===== src/rtl/ysyx_25020047_seq_ctrl_if.sv =====
// ysyx_25020047_seq_ctrl_if: instruction-fetch and data-memory handshake bundle
interface ysyx_25020047_seq_ctrl_if;
  logic        ifu_req;
  logic        ifu_valid;
  logic [31:0] inst_in;
  logic        lsu_req;
  logic        lsu_wen;
  logic        lsu_valid;
  modport master (output ifu_req, lsu_req, lsu_wen, input ifu_valid, inst_in, lsu_valid);
  modport slave  (input ifu_req, lsu_req, lsu_wen, output ifu_valid, inst_in, lsu_valid);
endinterface


===== src/rtl/ysyx_25020047_seq_ctrl.sv =====
// ysyx_25020047_seq_ctrl: multi-cycle fetch/exec/mem/wb sequencer with hang watchdog
module ysyx_25020047_seq_ctrl #(
  parameter logic [31:0] RESET_PC = 32'h8000_0000,
  parameter int          WD_W     = 8
) (
  input  logic                        clk,
  input  logic                        rst_n,
  ysyx_25020047_seq_ctrl_if.master    bus,
  output logic [31:0]                 inst,
  input  logic                        is_load,
  input  logic                        is_store,
  input  logic                        is_ebreak,
  input  logic [31:0]                 dnpc,
  output logic [31:0]                 pc,
  output logic                        rf_we,
  output logic                        halt,
  output logic                        err,
  output logic [31:0]                 retired,
  output logic [2:0]                  state
);
  typedef enum logic [2:0] {IDLE, FETCH, EXEC, MEM, WB, HALT, ERR} state_t;
  state_t          st, nxt;
  logic [WD_W-1:0] wd;
  logic            wd_exp, pc_ok, fetch_done, mem_done, wb_ok;
  assign wd_exp     = &wd;
  assign pc_ok      = dnpc[1:0] == 2'b00;
  assign fetch_done = st == FETCH && bus.ifu_valid;
  assign mem_done   = st == MEM && bus.lsu_valid;
  assign wb_ok      = st == WB && pc_ok;
  // A valid arriving on the last watchdog cycle still wins over the timeout
  always_comb begin
    nxt = st;
    case (st)
      IDLE:    nxt = FETCH;
      FETCH:   nxt = bus.ifu_valid ? EXEC : wd_exp ? ERR : FETCH;
      EXEC:    nxt = is_ebreak ? HALT : (is_load | is_store) ? MEM : WB;
      MEM:     nxt = bus.lsu_valid ? WB : wd_exp ? ERR : MEM;
      WB:      nxt = pc_ok ? FETCH : ERR;
      default: nxt = st;
    endcase
  end
  always_ff @(posedge clk or negedge rst_n) begin
    if (!rst_n) begin
      st      <= IDLE;
      wd      <= '0;
      pc      <= RESET_PC;
      inst    <= '0;
      retired <= '0;
    end else begin
      st <= nxt;
      wd <= (fetch_done || mem_done) ? '0 : (st == FETCH || st == MEM) ? wd + WD_W'(1) : wd;
      if (fetch_done) inst <= bus.inst_in;
      if (wb_ok) pc <= dnpc;
      if (wb_ok || (st == EXEC && is_ebreak)) retired <= retired + 32'd1;
    end
  end
  assign bus.ifu_req = st == FETCH;
  assign bus.lsu_req = st == MEM;
  assign bus.lsu_wen = st == MEM && is_store;
  assign rf_we       = wb_ok && !is_store;
  assign halt        = st == HALT;
  assign err         = st == ERR;
  assign state       = st;
endmodule


===== src/flat_wrapper.sv =====
// flat-port wrapper written by rule: the top's interface ports become plain ports
module ysyx_25020047_seq_ctrl_flat 
#(
  parameter logic [31:0] RESET_PC = 32'h8000_0000,
  parameter int          WD_W     = 8
)
  (clk, rst_n, inst, is_load, is_store, is_ebreak, dnpc, pc, rf_we, halt, err, retired, state, bus_ifu_req, bus_lsu_req, bus_lsu_wen, bus_ifu_valid, bus_inst_in, bus_lsu_valid);
  ysyx_25020047_seq_ctrl_if bus_i ();
  input  logic clk;
  input  logic rst_n;
  output logic [31:0] inst;
  input  logic is_load;
  input  logic is_store;
  input  logic is_ebreak;
  input  logic [31:0] dnpc;
  output logic [31:0] pc;
  output logic rf_we;
  output logic halt;
  output logic err;
  output logic [31:0] retired;
  output logic [2:0] state;
  output wire logic [$bits(bus_i.ifu_req)-1:0] bus_ifu_req;
  output wire logic [$bits(bus_i.lsu_req)-1:0] bus_lsu_req;
  output wire logic [$bits(bus_i.lsu_wen)-1:0] bus_lsu_wen;
  input wire logic [$bits(bus_i.ifu_valid)-1:0] bus_ifu_valid;
  input wire logic [$bits(bus_i.inst_in)-1:0] bus_inst_in;
  input wire logic [$bits(bus_i.lsu_valid)-1:0] bus_lsu_valid;
  assign bus_ifu_req = bus_i.ifu_req;
  assign bus_lsu_req = bus_i.lsu_req;
  assign bus_lsu_wen = bus_i.lsu_wen;
  assign bus_i.ifu_valid = bus_ifu_valid;
  assign bus_i.inst_in = bus_inst_in;
  assign bus_i.lsu_valid = bus_lsu_valid;
  ysyx_25020047_seq_ctrl #(.RESET_PC(RESET_PC), .WD_W(WD_W)) u_core (.clk(clk), .rst_n(rst_n), .bus(bus_i), .inst(inst), .is_load(is_load), .is_store(is_store), .is_ebreak(is_ebreak), .dnpc(dnpc), .pc(pc), .rf_we(rf_we), .halt(halt), .err(err), .retired(retired), .state(state));
endmodule

===== config.mk =====
export PLATFORM = sky130hd
export DESIGN_NAME = ysyx_25020047_seq_ctrl_flat
export DESIGN_NICKNAME = d
export VERILOG_FILES = /design/src/rtl/ysyx_25020047_seq_ctrl_if.sv /design/src/rtl/ysyx_25020047_seq_ctrl.sv /design/src/flat_wrapper.sv
export SDC_FILE = /design/constraint.sdc
export NUM_CORES = 1
export LEC_CHECK = 0
export CAP_MARGIN = 20
export CORE_MARGIN = 4
export CORE_UTILIZATION = 40
export DETAILED_ROUTE_END_ITERATION = 16
export PLACE_DENSITY_LB_ADDON = 0.08
export SYNTH_ARGS = -nofsm -noshare
export SYNTH_HDL_FRONTEND = slang
export SYNTH_SLANG_ARGS = --single-unit

===== constraint.sdc =====
create_clock -name clk -period 1.8 [get_ports clk]
set_input_delay 0.27 -clock clk [delete_from_list [all_inputs] [get_ports clk]]
set_output_delay 0.27 -clock clk [all_outputs]
set_load 0.05 [all_outputs]

==> out/results.ini <==
[layout]
drive_above_1_share_pct = 36.67
final_common_cell = dfrtp_1
stdcell_area_sq_mm = 0.007199
area_growth_pct = 58.77
fin_nets = 627
final_cells = 699
final_cell_mix = dfrtp_1, clkdlybuf4s50_1, buf_4
diodes = 0

[floorplan]
die-area_sq_mm = 0.01310
rows = 38
ioPinCount = 176
core_area_sq_mm = 0.01098
die_h_microns = 114.5
die_x_microns = 114.5
start_util_pct = 41.29

[pwr]
peakVddDrop_mv = 1.198
p_leak_nw = 3.461
power_density_mw_per_mm2 = 1723

[timing]
finalHoldViolCount = 0
final.setup.tns_ns = 0
worst_pin_slew_ns = 0.5312
fin_skew_ns = 0.006158
rsz0062_at_grt = true
timing.fmax_ghz = 0.5637
slew_violations = 0
slew_headroom_pct = 64.53
fin_crit_ns = 1.774
setup_viol = 0
fin_ws_ns = 0.02599
post-route-period-util_pct = 98.56
whs_ns = 0.4720

[drt]
drc = 0
vias_per_cell = 4.996
vias = 3492
routedWlPerCell_microns = 16.39
drt_iter0_drc = 146
wl_met1_mm = 4.661
ant_nets = 0
route.met3.wl_microns = 828
drtPass1Iterations = 4
wl_mm = 11.46
wl_met2_mm = 5.853
routed.top_layer = met4

[clocking]
cts_max_level = 3
clk_pin_slew_ns = 0.07
tritoncts = yes
cts.sinks = 107
clockRootBuffer = clkbuf_16
cts_buffer_depth = 2
worstSkewPairLatency_ns = 0.34
cts_buffers = 9

[yosys]
yosys_register_bits = 107
ys_seq_area_share_pct = 59.08
syn_inst = 346
ys_types = 40
syn_nets = 419
yosysWarnings = 0
syn-mean-instance-area_sq_um = 13.11
syn_area_sq_mm = 0.004534

[setup_path]
crit_arrival_ns = 2.00
r2r-end = u_core.retired[28]
path_cells = or4b_4, a211oi_4, buf_12, nand4_1, xnor2_1
slowest_stage = or4b_4
cp_top_family = simple AND/OR/NAND/NOR gates
crit_type = flop to flop
timing.rr.start = u_core.state[1]
start_kind = flop
slowest_delay_ns = 0.54
cp_max_fo = 14
r2r_cells = 5
worst-path-buf-inv = 1
crit_path_end_kind = flop
cp.required_ns = 2.02
rrSetupSlack_ns = 0.03
critPathLaunch = u_core.state[1]

[placed_design]
dp_slack_ns = -0.3402
port_buffers = 175
dp.cells = 679
gp_congestion = 0.8184
dp_hpwl_mm = 8.649
dpl_cell_area_sq_mm = 0.006709

[global_routing]
antenna_found_initial = 0
grt_pass1_wl_mm = 18.89
grt_pass1_vias = 3674
grt_overflow_total = 0
grt_max_degree = 52
grt_usage_pct = 18.22

[run_status]
status = finished, final reports clean

[flow_run]
maxCapViolCount = 0

[worst_hold_path]
min_path_type = input port to async pin

==> report_power, final <==
group,internal [W],total [W],switching [W]
sequential,0.00324,0.00371,0.000476
clock,0.00140,0.00228,0.000880
combinational,0.00240,0.00641,0.00401
total,0.00704,0.0124,0.00536
==> worst max path at each step <==
| stage | cells after the start | slack [ns] | to |
|---|---|---|---|
| floorplan | 5 | -0.15 | u_core.retired[25] |
| global placement | 6 | -0.33 | u_core.retired[26] |
| detailed placement | 6 | -0.34 | u_core.retired[26] |
| CTS | 1 | 0.002 | inst[27] |
| global route | 5 | -0.07 | u_core.retired[28] |
| finish | 5 | 0.03 | u_core.retired[28] |
==> kinds of logic (layout without fill, tap and decap cells) <==
| group | Yosys count | in the layout | synth area share (%) |
|---|---|---|---|
| adders and majority gates | 2 | 2 | 0.5518 |
| buffers and inverters | 15 | 228 | 1.656 |
| AOI/OAI and AO/OA | 31 | 31 | 4.967 |
| xor gates and xnor gates | 31 | 31 | 5.988 |
| DFF | 107 | 107 | 59.08 |
| and+or+nand+nor | 96 | 96 | 11.87 |
| muxes | 64 | 64 | 15.89 |
==> sequential cells by signal, indices dropped and copies added, names as in the netlist <==
register / flops
u_core.inst: 32
u_core.retired: 32
u_core.pc: 32
u_core.state: 3
u_core.wd: 8
==> stage by stage <==
stage,power [W],utilization (%)
2_1_floorplan,0.007787,-
3_3_place_gp,0.01013,61.08
3_5_place_dp,0.01023,61.08
4_1_cts,0.01256,64.54
5_1_grt,0.01299,65.55
6_report,0.01240,65.55
==> cell usage after synthesis <==
cell      number  area share, %
or2_2          2           0.28
nand4_1       18            2.5
o32a_1         1           0.22
nand2b_1       3           0.41
buf_6          2           0.50
buf_2          3           0.33
and2_1         6           0.83
ha_1           2           0.55
a41oi_1        1           0.19
o41ai_1        2           0.39
xor2_1         3           0.58
a21oi_1        3           0.33
and4_1         4           0.77
a31oi_1        2           0.28
clkbuf_1       8           0.66
dfstp_2        1           0.58
and3_1         8            1.1
and3b_1        1           0.19
o21bai_1       2           0.33
nor3_1         2           0.22
a211oi_1       1           0.17
nor3b_1        1           0.17
inv_1          2           0.17
nor2_1        12           0.99
o31ai_1        2           0.33
mux2_2        64             16
nand3b_1       1           0.17
dfrtp_1      106             58
nor2b_1        1           0.14
nand3_1       12            1.3
a21boi_0       1           0.17
a211oi_4       2           0.88
o22ai_1        1           0.14
nand4b_1       1           0.19
a221o_1        1           0.22
nor4_4         1           0.47
nand2_1       22            1.8
or4b_4         1           0.30
o21ai_0       12            1.3
xnor2_1       28            5.4
==> layout make-up <==
cell class	count	area [sq um]
clock buffers	10	239.0
clock inverters	6	112.6
fillers	863	3784
inverters	2	7.507
multi-input cells	224	1843
flip-flops and latches	107	2696
well taps	140	175.2
repair buffers	210	2126
==> tightest hold or removal path: cells and delay by family <==
family   cells  cell delay (ns)
buf+inv      3             0.93
==> routing by layer <==
metal  GRT usage [%]  vias up
met5               0        -
met4           4.355        0
met3           5.761       10
met2           30.66       93
met1           22.91     1741
li1                -     1648
==> what timing repair did <==
| action | 4_1_cts | 5_1_grt |
|---|---|---|
| setup endpoints to repair | 8 | 58 |
| pin swaps | 1 | 4 |
| endpoints found under the hold margin | 106 | 0 |
| hold buffers | 1 | 0 |
| buffers inserted | 2 | 1 |
| gates resized for setup | 6 | 39 |
Power figures use the tool's default switching activity.
